[src/rtl/fa_bist_pkg.sv]
// Shared types, sizes and golden model for the full-adder self-test block.
package fa_bist_pkg;

  localparam int unsigned VEC_COUNT = 8;
  localparam int unsigned VEC_W     = 3;
  localparam int unsigned CNT_W     = 4;
  localparam int unsigned ERR_MAX   = 15;

  typedef enum logic [2:0] {
    ST_IDLE   = 3'd0,
    ST_APPLY  = 3'd1,
    ST_SETTLE = 3'd2,
    ST_CHECK  = 3'd3,
    ST_DONE   = 3'd4
  } bist_state_e;

  // Stimulus payload; bit order matches the vector index {a,b,cin}.
  typedef struct packed {
    logic a;
    logic b;
    logic cin;
  } fa_vec_t;

  function automatic logic exp_sum(input logic [VEC_W-1:0] vec);
    return ^vec;
  endfunction

  function automatic logic exp_carry(input logic [VEC_W-1:0] vec);
    return (vec[2] & vec[1]) | (vec[2] & vec[0]) | (vec[1] & vec[0]);
  endfunction

endpackage

[src/rtl/fa_bist_ctrl.sv]
// Sequencer for the full-adder self-test: FSM, settle timer, vector and sweep counters.
module fa_bist_ctrl
  import fa_bist_pkg::*;
#(
  parameter int unsigned SETTLE_CYCLES = 2,
  parameter int unsigned PASSES        = 1
) (
  input  logic             clk,
  input  logic             rst,
  input  logic             start,
  output logic             busy,
  output logic             done,
  output fa_vec_t          stim,
  output logic [VEC_W-1:0] vec,
  output logic             start_acc_c,
  output logic             check_c
);

  localparam logic [CNT_W-1:0] SETTLE_LOAD = CNT_W'(SETTLE_CYCLES - 1);
  localparam logic [CNT_W-1:0] PASS_LAST   = CNT_W'(PASSES);
  localparam logic [VEC_W-1:0] VEC_LAST    = VEC_W'(VEC_COUNT - 1);

  bist_state_e      state, state_nxt;
  logic [CNT_W-1:0] scnt, scnt_nxt;
  logic [CNT_W-1:0] pcnt, pcnt_nxt;
  logic [VEC_W-1:0] vec_nxt;
  fa_vec_t          stim_nxt;
  logic             busy_nxt;
  logic             done_nxt;

  // State and datapath registers.
  always_ff @(posedge clk) begin
    if (rst) begin
      state <= ST_IDLE;
      scnt  <= '0;
      pcnt  <= '0;
      vec   <= '0;
      stim  <= '0;
      busy  <= 1'b0;
      done  <= 1'b0;
    end else begin
      state <= state_nxt;
      scnt  <= scnt_nxt;
      pcnt  <= pcnt_nxt;
      vec   <= vec_nxt;
      stim  <= stim_nxt;
      busy  <= busy_nxt;
      done  <= done_nxt;
    end
  end

  // Next-state and strobe logic.
  always_comb begin
    state_nxt   = state;
    scnt_nxt    = scnt;
    pcnt_nxt    = pcnt;
    vec_nxt     = vec;
    start_acc_c = 1'b0;
    check_c     = 1'b0;

    unique case (state)
      ST_IDLE: begin
        if (start) begin
          start_acc_c = 1'b1;
          vec_nxt     = '0;
          pcnt_nxt    = '0;
          state_nxt   = ST_APPLY;
        end
      end
      ST_APPLY: begin
        scnt_nxt  = SETTLE_LOAD;
        state_nxt = ST_SETTLE;
      end
      ST_SETTLE: begin
        if (scnt == '0) begin
          state_nxt = ST_CHECK;
        end else begin
          scnt_nxt = scnt - CNT_W'(1);
        end
      end
      ST_CHECK: begin
        check_c   = 1'b1;
        vec_nxt   = vec + VEC_W'(1);
        state_nxt = ST_APPLY;
        if (vec == VEC_LAST) begin
          pcnt_nxt = pcnt + CNT_W'(1);
          if (pcnt_nxt == PASS_LAST) begin
            state_nxt = ST_DONE;
          end
        end
      end
      ST_DONE: begin
        state_nxt = ST_IDLE;
      end
      default: begin
        state_nxt = ST_IDLE;
      end
    endcase

    // Stimulus tracks the vector only while a vector is in flight; idle/done drive zero.
    stim_nxt = '0;
    if ((state_nxt == ST_APPLY) || (state_nxt == ST_SETTLE) || (state_nxt == ST_CHECK)) begin
      stim_nxt = fa_vec_t'(vec_nxt);
    end
    busy_nxt = (state != ST_IDLE);
    done_nxt = (state == ST_DONE);
  end

endmodule

[src/rtl/full_adder_bist.sv]
// Self-test initiator for a 1-bit full adder: sweeps all inputs and scores the responses.
module full_adder_bist
  import fa_bist_pkg::*;
#(
  parameter int unsigned SETTLE_CYCLES = 2,
  parameter int unsigned PASSES        = 1
) (
  input  logic             clk,
  input  logic             rst,
  input  logic             start,
  output logic             busy,
  output logic             done,
  output logic             pass,
  output logic [CNT_W-1:0] err_count,
  output logic [VEC_W-1:0] fail_vec,
  output logic             a,
  output logic             b,
  output logic             cin,
  input  logic             sum,
  input  logic             carry
);

  fa_vec_t          stim;
  logic [VEC_W-1:0] vec;
  logic             start_acc_c;
  logic             check_c;
  logic             mismatch_c;
  logic             first_fail;

  fa_bist_ctrl #(
    .SETTLE_CYCLES (SETTLE_CYCLES),
    .PASSES        (PASSES)
  ) u_ctrl (
    .clk         (clk),
    .rst         (rst),
    .start       (start),
    .busy        (busy),
    .done        (done),
    .stim        (stim),
    .vec         (vec),
    .start_acc_c (start_acc_c),
    .check_c     (check_c)
  );

  assign a   = stim.a;
  assign b   = stim.b;
  assign cin = stim.cin;

  assign mismatch_c = check_c && ((sum != exp_sum(vec)) || (carry != exp_carry(vec)));

  // Result registers: cleared on an accepted start, held after the run ends.
  always_ff @(posedge clk) begin
    if (rst) begin
      pass       <= 1'b0;
      err_count  <= '0;
      fail_vec   <= '0;
      first_fail <= 1'b0;
    end else if (start_acc_c) begin
      pass       <= 1'b1;
      err_count  <= '0;
      fail_vec   <= '0;
      first_fail <= 1'b0;
    end else if (mismatch_c) begin
      pass <= 1'b0;
      if (err_count != CNT_W'(ERR_MAX)) begin
        err_count <= err_count + CNT_W'(1);
      end
      if (!first_fail) begin
        fail_vec   <= vec;
        first_fail <= 1'b1;
      end
    end
  end

endmodule
[config.mk]
export PLATFORM = sky130hd
export DESIGN_NAME = full_adder_bist
export DESIGN_NICKNAME = d
export VERILOG_FILES = /design/src/rtl/fa_bist_pkg.sv /design/src/rtl/fa_bist_ctrl.sv /design/src/rtl/full_adder_bist.sv
export SDC_FILE = /design/constraint.sdc
export NUM_CORES = 1
export LEC_CHECK = 0
export ABC_AREA = 1
export BUFFER_PORTS_ARGS = -buffer_cell sky130_fd_sc_hd__buf_2
export CAP_MARGIN = 0
export CORE_MARGIN = 5
export CORE_UTILIZATION = 40
export DETAILED_ROUTE_END_ITERATION = 10
export HOLD_SLACK_MARGIN = 0.06
export PLACE_DENSITY = 0.56
export SLEW_MARGIN = 20
export SYNTH_ARGS = -nofsm -noshare
export SYNTH_HDL_FRONTEND = slang
export SYNTH_HIERARCHICAL = 1
export SYNTH_SLANG_ARGS = --single-unit
[constraint.sdc]
create_clock -name clk -period 3.9 [get_ports clk]
set_input_delay 0.195 -clock clk [delete_from_list [all_inputs] [get_ports clk]]
set_output_delay 0.195 -clock clk [all_outputs]
set_load 0.01 [all_outputs]
### Yosys cells after proc, flatten, opt, wreduce, memory -nomap -nowiden

Index checks and enable logic that the tools add are counted.

* output and inout bits: 13
* register bits: 28
* bits of input ports: 5
* word-level logic and storage cells: 73

* equality and inequality tests: 15
* add/sub/neg operators: 4
* bitwise gates (word level): 7
* mux-type cells: 17
* reduce and logical (&&, ||, !) cells: 17

Operators by type and width (count)
* 4-bit case mux with 2 select lines: 2
* 3-bit two-way mux: 5
* 3-bit by 2-bit equality test with 1-bit output (second input constant): 4
* 4-bit two-way mux: 3
* 3-bit case mux with 4 select lines: 1
* 4-bit by 1-bit adder with 4-bit output (second input constant): 2
* 3-bit by 1-bit equality test with 1-bit output (second input constant): 2
* 3-bit equality test (second input constant): 2
* 3-bit case mux with 2 select lines: 1
* 2-bit AND reduction: 3
* 2-bit nonzero test: 3
* 1-bit two-way mux: 5
* 4-bit by 1-bit equality test with 1-bit output (second input constant): 1
* 4-bit zero test: 1
* 2-bit inequality test (second input constant): 2
* 4-bit inequality test (second input constant): 1
* 2-bit OR reduction: 2
* 4-bit by 1-bit subtractor with 4-bit output (second input constant): 1
* 3-bit by 1-bit adder with 3-bit output (second input constant): 1
* 1-bit AND: 3
* 3-bit zero test: 1
* 1-bit logical OR: 3
* 3-bit AND reduction: 1
* 3-bit nonzero test: 1
* other kinds (6): 9

### Depth between registers and ports, before layout

Gate-level depths: netlist of the first run.

* depth in word-level cells: 10
* depth in mapped cells: 11

### By module

The synthesis of the first run kept the hierarchy.

By module, submodules not included
* fa_bist_ctrl: instances 1, area each 899.6 um2, cells each 115, seq. area each 380.4 um2
* full_adder_bist: instances 1, area each 533.0 um2, cells each 85, seq. area each 180.2 um2

### Least setup slack after synthesis of the first run

OpenSTA, ideal clock, no wires.

* path type: register -> register
* start point: register u_ctrl.vec[0]
* end point: register err_count[3]
* arrival time: 1494 ps
* period minus slack after synthesis: 1603 ps
* setup time: 110 ps
* slack: 2297 ps
* required time: 3790 ps
* cell stages (with the launch flop): 11
* cell sequence: dfxtp_1 > inv_1 > fa_1 > nor2_1 > nor2_1 > nand2_2 > buf_6 > nand3_1 > nand2_1 > inv_1 > nor2_1

* cells in the longest elaborated chain, start to end: 7
* elaborated cells between the ends (all ways): 10
* classes of those cells: 2 x eq/ne; 4 x bitwise; 4 x reduce/logical

RTL lines
* from (decl): RTL line fa_bist_ctrl.sv:14 `output logic [VEC_W-1:0] vec,`
* from (signal assigned): RTL line fa_bist_ctrl.sv:45 `vec <= vec_nxt;`
* 1-bit AND: RTL line fa_bist_pkg.sv:29 `return (vec[2] & vec[1]) | (vec[2] & vec[0]) | (vec[1] & vec[0]);`
* 1-bit bitwise OR (2 in series): RTL line fa_bist_pkg.sv:29
* 1-bit inequality test: RTL line full_adder_bist.sv:49 `assign mismatch_c = check_c && ((sum != exp_sum(vec)) || (carry != exp_carry(vec)));`
* 1-bit logical OR *: RTL line full_adder_bist.sv:49
* 1-bit logical AND *: RTL line full_adder_bist.sv:49
* 2-bit AND reduction (no source line) *
* to (signal assigned): RTL line full_adder_bist.sv:66 `err_count <= err_count + CNT_W'(1);`
* to (decl): RTL line full_adder_bist.sv:14 `output logic [CNT_W-1:0] err_count,`

Mark *: on every way between the ends. The rest lies on a longest branch, timed or not.
A chain may end at the register's enable or synchronous reset.

### Worst setup path after layout of the first run

* start point: register u_ctrl.vec[0]
* end point: register fail_vec[1]

* cells in the longest elaborated chain, start to end: 7
* elaborated cells between the ends (all ways): 10
* classes of those cells: 2 x eq/ne; 4 x bitwise; 4 x reduce/logical

RTL lines
* 1-bit AND: RTL line fa_bist_pkg.sv:29
* 1-bit bitwise OR (2 in series): RTL line fa_bist_pkg.sv:29
* 1-bit inequality test: RTL line full_adder_bist.sv:49
* 1-bit logical OR *: RTL line full_adder_bist.sv:49
* 1-bit logical AND *: RTL line full_adder_bist.sv:49
* 2-bit AND reduction (no source line) *
* to (signal assigned): RTL line full_adder_bist.sv:69 `fail_vec <= vec;`
* to (decl): RTL line full_adder_bist.sv:15 `output logic [VEC_W-1:0] fail_vec,`

Marked as above.

==> results of run 1 <==
## layer usage
metal	part of all wire	vias up
li1	-	661
met1	0.51	527
met4	0.0078	0
met3	0.029	2
met5	0	-
met2	0.45	13
## state kept, by name, summed over array words and instances, names as in the netlist
| name | flops |
|---|---|
| err_count | 4 |
| fail_vec | 3 |
| first_fail | 1 |
| pass | 1 |
| u_ctrl/busy | 1 |
| u_ctrl/done | 1 |
| u_ctrl/pcnt | 4 |
| u_ctrl/scnt | 4 |
| u_ctrl/state | 3 |
| u_ctrl/stim | 3 |
| u_ctrl/vec | 3 |
## cell usage after synthesis
library cell	n
clkbuf_4	1
nor3b_1	2
nand4_1	8
fa_1	1
nor2_2	3
inv_2	4
o21ai_2	1
dfxtp_1	28
a31oi_1	1
o211ai_1	1
a21boi_0	1
ha_1	7
o21a_1	1
nor2_4	1
o21ai_0	4
clkbuf_1	1
a22oi_1	3
nor3_1	3
buf_6	1
nand3_2	2
nand3_1	9
nand2_2	4
nor2_1	25
nand3_4	1
nand2_1	40
inv_1	40
a21oi_1	7
## cell type report
cell class	count	area, sq um
Inverter	44	165
Sequential cell	28	561
Clock inverter	1	30.0
Multi-Input combinational cell	125	684
Timing Repair Buffer	17	85.1
Tap cell	46	57.6
Fill cell	358	1780
Clock buffer	3	22.5
## cell families (layout without fill, tap and decap cells)
group | after synthesis | in the layout | synth area share
simple gates | 98 | 98 | 0.322
buf+inv | 47 | 65 | 0.131
flops | 28 | 28 | 0.391
compound gates | 19 | 19 | 0.0804
fa+ha+maj | 8 | 8 | 0.0751
## power by group
group | leakage [nW] | switching, mW | internal, mW
registers | 0.227 | 0.00907 | 0.301
logic | 0.511 | 0.0706 | 0.0398
clock network | 0.0279 | 0.0866 | 0.104
## worst max-delay path by stage
stage	end	from	cells past startpoint
after global placement	fail_vec[2]$_SDFFE_PP0P_	u_ctrl/vec[0]$_SDFF_PP0_	9
after global routing	fail_vec[0]$_SDFFE_PP0P_	u_ctrl/vec[0]$_SDFF_PP0_	10
final	fail_vec[1]$_SDFFE_PP0P_	u_ctrl/vec[0]$_SDFF_PP0_	10
after CTS	fail_vec[0]$_SDFFE_PP0P_	u_ctrl/vec[0]$_SDFF_PP0_	10
after detailed placement	fail_vec[0]$_SDFFE_PP0P_	u_ctrl/vec[0]$_SDFF_PP0_	9
after floorplan	err_count[3]$_SDFFE_PP0P_	u_ctrl/vec[0]$_SDFF_PP0_	10
## worst max-delay path, cell delays in order (launching register included)
cell and delay (ns):
dfxtp_1 0.40, inv_1 0.09, fa_1 0.55, nand2_1 0.05
inv_1 0.04, nor2_1 0.04, nand2_2 0.17, nand3_1 0.15
nand2_1 0.09, inv_1 0.04, nor2_1 0.08
## per-stage QoR
step                      instance area (sq um)  hold WS [ns]
final                                      1610         0.189
after global routing                       1610         0.195
after CTS                                  1610         0.178
after detailed placement                   1550         0.480
after global placement                     1550         0.467
after floorplan                            1430         0.267
==> metrics.md, run 1 <==
| Metric | Value |
|---|---|
| Status | finished, final reports clean |
| Total number of vias | 1,203 |
| Antenna Violating Nets Remaining | 0 |
| Crit path launch type | register |
| Largest net degree at the start of global routing | 18 |
| Die H | 69.8 microns |
| CTS H-tree depth | 1 |
| Tmin final | 1.75 ns |
| Worst-skew pair later-pin latency | 0.33 ns |
| Final Util | 0.474 |
| Synth-to-Final Area Change | 12.1% |
| Worst hold path cell count | 2 |
| CTS max path bufs | 2 |
| Post-synth top area share | 0.391 |
| Iteration-0 DRC Markers | 42 |
| DR WL/cell | 9.72 microns |
| Crit path arrival time | 2.03 ns |
| Leak | 0.766 nW |
| Layout cell share with drive strength beyond 1 | 0.170 |
| CTS tree | yes |
| GP Congestion | 0.727 |
| CP Max Fanout | 12 |
| Slew Limit Fails | 0 |
| Syn Nets | 213 |
| Unrepaired setup endpoints after global routing | no |
| WL final | 2570 microns |
| Drt drc | 0 |
| M1 GR Usage | 0.150 |
| GRT Residual Overflow | 0 |
| TritonCTS buffer count | 3 |
| Top post-synthesis cells by area | dfxtp_1 39%, inv_1 10%, nand2_1 10% |
| PortBufs | 17 |
| Total GRT Usage | 0.115 |
| Slew HR | 0.649 |
| Nature of the critical path endpoint | register |
| Starting density of the core | 0.423 |
| Worst slew pin tran | 0.524 ns |
| R2R Path End | fail_vec[1]$_SDFFE_PP0P_ |
| Leading cell types in the layout, fill and taps excluded | 40 x inv_1, 40 x nand2_1, 28 x dfxtp_1 |
| PwrDens | 381 nW/um^2 |
| WP data required | 4.18 ns |
| Reg2reg start | u_ctrl/vec[0]$_SDFF_PP0_ |
| Diode count | 0 |
| Flop2flop setup slack | 2.15 ns |
| Sink Count | 28 |
| Peak Freq | 572 MHz |
| Netlist cell types | 27 |
| Synth Register Bits | 28 |
| Avg Inst Size Synth | 7.16 sq um |
| Core Area | 3390 sq um |
| DP HPWL | 2000 microns |
| WS Path Type | register to register |
| Met2 Resource Use GR | 0.192 |
| Num rows | 21 |
| Worst Hold End | u_ctrl/vec[0]$_SDFF_PP0_ |
| Detail-routed via count per cell | 4.56 |
| Period utilization | 0.448 |
| Final cell count without fillers | 264 |
| Cts-stage hold buffer count | 0 |
| Reg2Reg Depth | 10 |
| Synth warn | 6 |
| CTS Root Cell | clkbuf_4 |
| Io pins | 18 |
| DIE WIDTH | 69.8 microns |
| Pre-CTS setup slack | 2.15 ns |
| Global Route met3 Usage | 0.0188 |
| Initial antenna violation count | 0 |
| Worst hold-check path type | input port to register |
| Final nets | 232 |
| Post-CTS setup buffers | 0 |
| Sequential fraction of the synthesis area | 0.391 |
| Vias in the first global route | 1,186 |
| Post-synth top area cell | dfxtp_1 |
| Final Hold Fails | 0 |
| DIE AREA | 4880 sq um |
| Dpl cells | 260 |
| Clk_skew | 0.0119 ns |
| Gates resized, CTS repair | 0 |
| CTS clk-pin slew, worst paths | 0.16 ns |
| Busiest grt layer | met2 |
| Final WS setup | 2.15 ns |
| Min-delay src | rst |
| Post-route setup TNS | 0 ns |
| Peak supply drop | 170 uV |
| Syn Inst Count | 200 |
| First-pass GRT wire length | 4850 microns |
| Design Power | 0.611 mW |
| # Max-Cap Violations | 0 |
| DRT Pass-1 Iters | 4 |
| Setup Viol. Count Final | 0 |
| Synthesized area | 1430 sq um |
No activity file was read; power rests on OpenSTA's default activity.
==> run 2, diff against run 1 <==
==> constraint.sdc (replaced) <==
create_clock -name clk -period 1.7 [get_ports clk]
set_input_delay 0.085 -clock clk [delete_from_list [all_inputs] [get_ports clk]]
set_output_delay 0.085 -clock clk [all_outputs]
set_load 0.01 [all_outputs]
==> run 2 against run 1 <==
- first-iteration DRC count up 110%
- largest power group unchanged
- worst hold slack worse by 0.12 ns
- setup slack worse by 2.1 ns
- register-to-register slack worse by 2.1 ns
- sequential cell count unchanged
- fmax up 4.1%
==> metrics.md, run 2 (synthesis gave the netlist of run 1 again) <==
| Metric | Value |
|---|---|
| CTS Root Cell | clkbuf_4 |
| PwrDens | 854 nW/um^2 (+120%) |
| Final WS setup | 0.0211 ns (-2.13 ns) |
| Num rows | 21 (unchanged) |
| Slew HR | 0.658 (+0.00824) |
| WP data required | 1.95 ns (-2.23 ns) |
| Critical path cell sequence | inv_2, fa_1, nor2_2, nor2_4, nand2_4, nand3_2, nand2_1, inv_1, nor2_1 |
| Worst hold path cell count | 2 (unchanged) |
| Vias in the first global route | 1,219 (+2.8%) |
| TritonCTS buffer count | 3 (unchanged) |
| DIE AREA | 4880 sq um (unchanged) |
| WL final | 2840 microns (+10%) |
| DR WL/cell | 10.6 microns (+9.2%) |
| Leading cell types in the layout, fill and taps excluded | 37 x inv_1, 37 x nand2_1, 25 x dfxtp_1 |
| Io pins | 18 (unchanged) |
| Detail-routed via count per cell | 4.71 (+3.3%) |
| Final Hold Fails | 0 (unchanged) |
| Slew Limit Fails | 0 (unchanged) |
| Worst Hold End | u_ctrl/scnt[1]$_SDFFE_PP0P_ |
| Sink Count | 28 (unchanged) |
| Antenna Violating Nets Remaining | 0 (unchanged) |
| Worst-skew pair later-pin latency | 0.34 ns (about the same) |
| Top Registers | err_count x4, u_ctrl/pcnt x4, u_ctrl/scnt x4 |
| Iteration-0 DRC Markers | 90 (+110%) |
| Total number of vias | 1,257 (+4.5%) |
| Crit path arrival time | 1.93 ns (-0.10 ns) |
| CTS H-tree depth | 1 (unchanged) |
| Largest net degree at the start of global routing | 18 (unchanged) |
| Post-route setup TNS | 0 ns (unchanged) |
| Final nets | 235 (+1.3%) |
| Clk_skew | 0.00993 ns (-0.00193 ns) |
| Nature of the critical path endpoint | register |
| Starting density of the core | 0.423 (unchanged) |
| R2R Path End | err_count[0]$_SDFFE_PP0P_ |
| Unrepaired setup endpoints after global routing | yes |
| Die H | 69.8 microns (unchanged) |
| Layout cell share with drive strength beyond 1 | 0.249 (+0.0791) |
| Final Util | 0.497 (+0.0233) |
| Period utilization | 0.988 (+0.539) |
| Peak supply drop | 553 uV (+220%) |
| Reg2reg start | u_ctrl/vec[2]$_SDFF_PP0_ |
| Leak | 0.793 nW (+3.5%) |
| CTS max path bufs | 2 (unchanged) |
| GP Congestion | 0.727 (about the same) |
| Worst hold-check path type | input port to register |
| Flop2flop setup slack | 0.02 ns (-2.13 ns) |
| Crit path largest cell delay | 0.57 ns (+0.02 ns) |
| Drt drc | 0 (unchanged) |
| Setup Viol. Count Final | 0 (unchanged) |
| Hold WS | 0.0684 ns (-0.121 ns) |
| GRT Residual Overflow | 0 (unchanged) |
| Worst slew pin tran | 0.512 ns (-0.0123 ns) |
| DIE WIDTH | 69.8 microns (unchanged) |
| Cts-stage hold buffer count | 0 (unchanged) |
| PortBufs | 17 (unchanged) |
| DRT Pass-1 Iters | 4 (unchanged) |
| Pre-CTS setup slack | 0.00981 ns (-2.14 ns) |
| Total GRT Usage | 0.127 (+0.0120) |
| CTS clk-pin slew, worst paths | 0.16 ns (about the same) |
| Tmin final | 1.68 ns (-0.0692 ns) |
| Crit path launch type | register |
| Status | finished, final reports clean |
| Initial antenna violation count | 0 (unchanged) |
| WS Path Type | register to register |
| First-pass GRT wire length | 5230 microns (+7.8%) |
| Reg2Reg Depth | 9 (-1) |
| CP Max Fanout | 6 (-6) |
| Synth-to-Final Area Change | 17.6% |
| Min-delay src | rst |
| CTS tree | yes |
| Diode count | 0 (unchanged) |
| DP HPWL | 2060 microns (+2.9%) |
| Critical Path Slowest Stage Cell | fa_1 |
| Core Area | 3390 sq um (unchanged) |
| # Max-Cap Violations | 0 (unchanged) |
| Peak Freq | 596 MHz (+4.1%) |
## run 2: cell types whose count changed in the layout (fill, tap and decap cells not counted), moves of 3 or more
cell | before | now
dfxtp_1 | 28 | 25
dfxtp_2 | 0 | 3
inv_1 | 40 | 37
inv_2 | 4 | 7
nand2_1 | 40 | 37
nand3_1 | 9 | 6
## run 2: routing by layer
layer | wire length [microns] | track usage
met5 | 0 | 0
met4 | 20 | 0.0255
met3 | 136 | 0.0420
met2 | 1280 | 0.217
met1 | 1400 | 0.156
## run 2: cell type report
type / count / area, sq um
flip-flops and latches: 28 / 564
clock buffers: 3 / 22.5
inverters: 44 / 165
well taps: 46 / 57.6
clock inverters: 1 / 30.0
multi-input cells: 126 / 744
repair buffers: 19 / 100
fillers: 340 / 1710
## run 2: stage by stage
step / power [mW] / instances / instance area, sq um
4_1_cts: 1.45 / 266 / 1640
6_report: 1.44 / 267 / 1680
5_1_grt: 1.53 / 267 / 1680
3_5_place_dp: 0.987 / 261 / 1560
3_3_place_gp: 0.981 / 261 / 1560
2_1_floorplan: 0.931 / 200 / 1430
## run 2: worst max path at each step
stage / start / end / slack (ns) / cells past startpoint
after floorplan: u_ctrl/vec[0]$_SDFF_PP0_ / err_count[3]$_SDFFE_PP0P_ / 0.1 / 10
after global placement: u_ctrl/vec[0]$_SDFF_PP0_ / fail_vec[1]$_SDFFE_PP0P_ / 0.08 / 9
after detailed placement: u_ctrl/vec[1]$_SDFF_PP0_ / fail_vec[2]$_SDFFE_PP0P_ / 0.01 / 9
after CTS: u_ctrl/vec[2]$_SDFF_PP0_ / fail_vec[2]$_SDFFE_PP0P_ / 0.02 / 10
after global routing: u_ctrl/vec[2]$_SDFF_PP0_ / fail_vec[1]$_SDFFE_PP0P_ / -0.08 / 10
final: u_ctrl/vec[2]$_SDFF_PP0_ / err_count[0]$_SDFFE_PP0P_ / 0.02 / 9
## run 2: critical path, delay by kind of cell, from the launching register on
family	cells	cell delay, ns
DFF	1	0.38
and+or+nand+nor	6	0.53
buffers and inverters	2	0.10
adders and majority gates	1	0.57
## run 2: where the power goes
part | internal (mW) | leakage, nW | switching (mW)
registers | 0.691 | 0.229 | 0.0215
clock network | 0.239 | 0.0279 | 0.209
logic | 0.0992 | 0.537 | 0.179
## run 2: timing repair
item,4_1_cts,5_1_grt
buffers inserted,0,1
resized for setup,7,13
endpoints found under the setup margin,5,9
pin swaps,2,10
gates cloned,1,0
==> run 3, diff against run 2 <==
--- a/config.mk
+++ b/config.mk
@@ -9,10 +9,10 @@
 export BUFFER_PORTS_ARGS = -buffer_cell sky130_fd_sc_hd__buf_2
 export CAP_MARGIN = 0
 export CORE_MARGIN = 5
-export CORE_UTILIZATION = 40
+export CORE_UTILIZATION = 56
 export DETAILED_ROUTE_END_ITERATION = 10
 export HOLD_SLACK_MARGIN = 0.06
-export PLACE_DENSITY = 0.56
+export PLACE_DENSITY = 0.74
 export SLEW_MARGIN = 20
 export SYNTH_ARGS = -nofsm -noshare
 export SYNTH_HDL_FRONTEND = slang
==> run 3 against run 2 <==
- core utilization grew 15 points
- total power shrank 13%
- critical endpoint is now pass$_SDFFE_PP0P_
- final area shrank 5.2%
- clock power shrank 42%
- register-to-register slack gained 0.03 ns
- worst hold slack gained 0.019 ns
- combinational power shrank 3%
- cell count shrank 6.7%
- global-route usage grew 4.1 points
- via count grew 0.16%
- setup slack gained 0.029 ns
==> metrics.md, run 3 (synthesis gave the netlist of run 1 again) <==
| Metric | Value |
|---|---|
| Status | finished, final reports clean |
| CTS max path bufs | 2 (unchanged) |
| Synth-to-Final Area Change | 11.4% |
| Flop2flop setup slack | 0.05 ns (+0.03 ns) |
| Total number of vias | 1,259 (+0.16%) |
| Final Util | 0.650 (+0.153) |
| Post-place instance area | 1540 sq um (-1.3%) |
| Die H | 60.6 microns (-13%) |
| Crit path arrival time | 1.87 ns (-0.06 ns) |
| CTS Root Cell | clkbuf_4 |
| GP Congestion | 0.800 (+10%) |
| Footprint of the multi-input gates | 714 sq um (-4.0%) |
| Worst Setup EP | pass$_SDFFE_PP0P_ |
| Layout cell share with drive strength beyond 1 | 0.210 (-0.0388) |
| Iteration-0 DRC Markers | 60 (-33%) |
| Num rows | 18 (-14%) |
| Final cell count without fillers | 249 (-6.7%) |
| WP data required | 1.92 ns (-0.03 ns) |
| WL final | 2710 microns (-4.5%) |
| CTS tree | yes |
| Worst-skew pair later-pin latency | 0.32 ns (-0.02 ns) |
| DR WL/cell | 10.9 microns (+2.4%) |
| DIE WIDTH | 60.6 microns (-13%) |
| Period utilization | 0.971 (-0.0170) |
| GRT Residual Overflow | 0 (unchanged) |
| CTS clk-pin slew, worst paths | 0.14 ns (-0.02 ns) |
| Detail-routed via count per cell | 5.06 (+7.4%) |
| DP HPWL | 1950 microns (-5.3%) |
| Clk_skew | 0.00370 ns (-0.00623 ns) |
| Final WS setup | 0.0500 ns (+0.0290 ns) |
| Critical path cell sequence | inv_1, fa_1, nand2_1, inv_2, nor2_4, nand2_4, nand2_1, a21oi_2, nor2_1 |
| Sink Count | 28 (unchanged) |
| # Max-Cap Violations | 0 (unchanged) |
| Top Registers | err_count x4, u_ctrl/pcnt x4, u_ctrl/scnt x4 |
| Worst hold-check path type | input port to register |
| Cts-stage hold buffer count | 0 (unchanged) |
| Largest net degree at the start of global routing | 18 (unchanged) |
| Leak | 0.767 nW (-3.3%) |
| CTS H-tree depth | 1 (unchanged) |
| Crit-path most repeated cell | nand2_1 |
| Setup Viol. Count Final | 0 (unchanged) |
| Antenna Violating Nets Remaining | 0 (unchanged) |
| Peak Freq | 606 MHz (+1.8%) |
| PortBufs | 17 (unchanged) |
| Pre-CTS setup slack | -0.00644 ns (-0.0163 ns) |
| Total GRT Usage | 0.169 (+0.0414) |
| Critical Path Slowest Stage Cell | fa_1 |
| Diode count | 0 (unchanged) |
| Slew HR | 0.678 (+0.0199) |
| WS Path Type | register to register |
| Most common cell after layout, fill and taps aside | nand2_1 |
| Unrepaired setup endpoints after global routing | yes |
| First-pass GRT wire length | 4730 microns (-9.5%) |
| Dpl cells | 245 (-6.1%) |
| Vias in the first global route | 1,168 (-4.2%) |
| Core Area | 2450 sq um (-28%) |
| Fill cell total of the finished layout | 224 (-34%) |
| R2R Path End | pass$_SDFFE_PP0P_ |
| Crit path from | u_ctrl/vec[0]$_SDFF_PP0_ |
| Io pins | 18 (unchanged) |
| Crit path largest cell delay | 0.57 ns (about the same) |
| DRT Pass-1 Iters | 4 (unchanged) |
| DIE AREA | 3670 sq um (-25%) |
| Drt drc | 0 (unchanged) |
| CP Max Fanout | 6 (unchanged) |
| TritonCTS buffer count | 3 (unchanged) |
| Slew Limit Fails | 0 (unchanged) |
| Fin area | 1600 sq um (-5.2%) |
| Final nets | 234 (-0.43%) |
| PwrDens | 780 nW/um^2 (-8.7%) |
| Initial antenna violation count | 0 (unchanged) |
| Hold WS | 0.0871 ns (+0.0186 ns) |
| Starting density of the core | 0.584 (+0.161) |
| Nature of the critical path endpoint | register |
| Tmin final | 1.65 ns (-0.0290 ns) |
| Reg area | 564 sq um (unchanged) |
| Worst slew pin tran | 0.482 ns (-0.0298 ns) |
| Reg2reg start | u_ctrl/vec[0]$_SDFF_PP0_ |
| Crit path launch type | register |
| Final Hold Fails | 0 (unchanged) |
| Leading cell types in the layout, fill and taps excluded | 40 x nand2_1, 39 x inv_1, 25 x dfxtp_1 |
| Reg2Reg Depth | 9 (unchanged) |
| Peak supply drop | 511 uV (-7.5%) |
## run 3: cell types whose count changed in the layout (fill, tap and decap cells not counted), moves of 2 or more
cell and change:
inv_1 +2, nand2_1 +3, nand3_1 +2, nand2_2 -2, inv_2 -2
## run 3: worst min path at each step
stage               startpoint                           to  slack (ns)  depth (start not counted)
finish                     rst     u_ctrl/vec[0]$_SDFF_PP0_        0.09                          2
global route               rst     u_ctrl/vec[1]$_SDFF_PP0_        0.07                          2
CTS                        rst     u_ctrl/vec[0]$_SDFF_PP0_        0.07                          2
detailed placement         rst  u_ctrl/pcnt[1]$_SDFFE_PP0P_        0.42                          2
global placement           rst            pass$_SDFFE_PP0P_        0.42                          2
floorplan                  rst            pass$_SDFFE_PP0P_        0.16                          1
## run 3: worst max-delay path, delay by kind of cell, from the launching register on
kind / cells / cell delay [ns]
flops: 1 / 0.35
buf+inv: 2 / 0.14
simple gates: 5 / 0.36
compound gates: 1 / 0.13
fa+ha+maj: 1 / 0.57
## run 3: through the flow
| step | setup TNS, ns | power, mW |
|---|---|---|
| 2_1_floorplan | 0 | 0.931 |
| 3_3_place_gp | 0 | 0.977 |
| 3_5_place_dp | -0.00644 | 0.986 |
| 4_1_cts | 0 | 1.26 |
| 5_1_grt | -0.593 | 1.34 |
| 6_report | 0 | 1.25 |
## run 3: layout make-up
type	count	share of cell area
clock buffers	3	0.0141
repair buffers	18	0.0580
inverters	44	0.103
multi-input cells	126	0.447
flip-flops and latches	28	0.353
well taps	30	0.0235
## run 3: what timing repair did
item / 4_1_cts / 5_1_grt
setup buffers: 0 / 0
resized for setup: 1 / 10
hold endpoints to repair: 0 / 0
gates cloned: 1 / 0
setup endpoints to repair: 3 / 10
pin swaps: 2 / 1
## run 3: per-layer routing
layer | up-vias | GRT usage | routed length [microns]
met3 | 6 | 0.0255 | 78
met4 | 0 | 0.0681 | 48
met5 | - | 0 | 0
li1 | 661 | - | -
met2 | 18 | 0.311 | 1350
met1 | 574 | 0.192 | 1230
## run 3: report_power, final
part	total, mW	internal, mW	switching, mW
Clock	0.261	0.0830	0.178
Sequential	0.714	0.691	0.0228
Combinational	0.271	0.0959	0.175
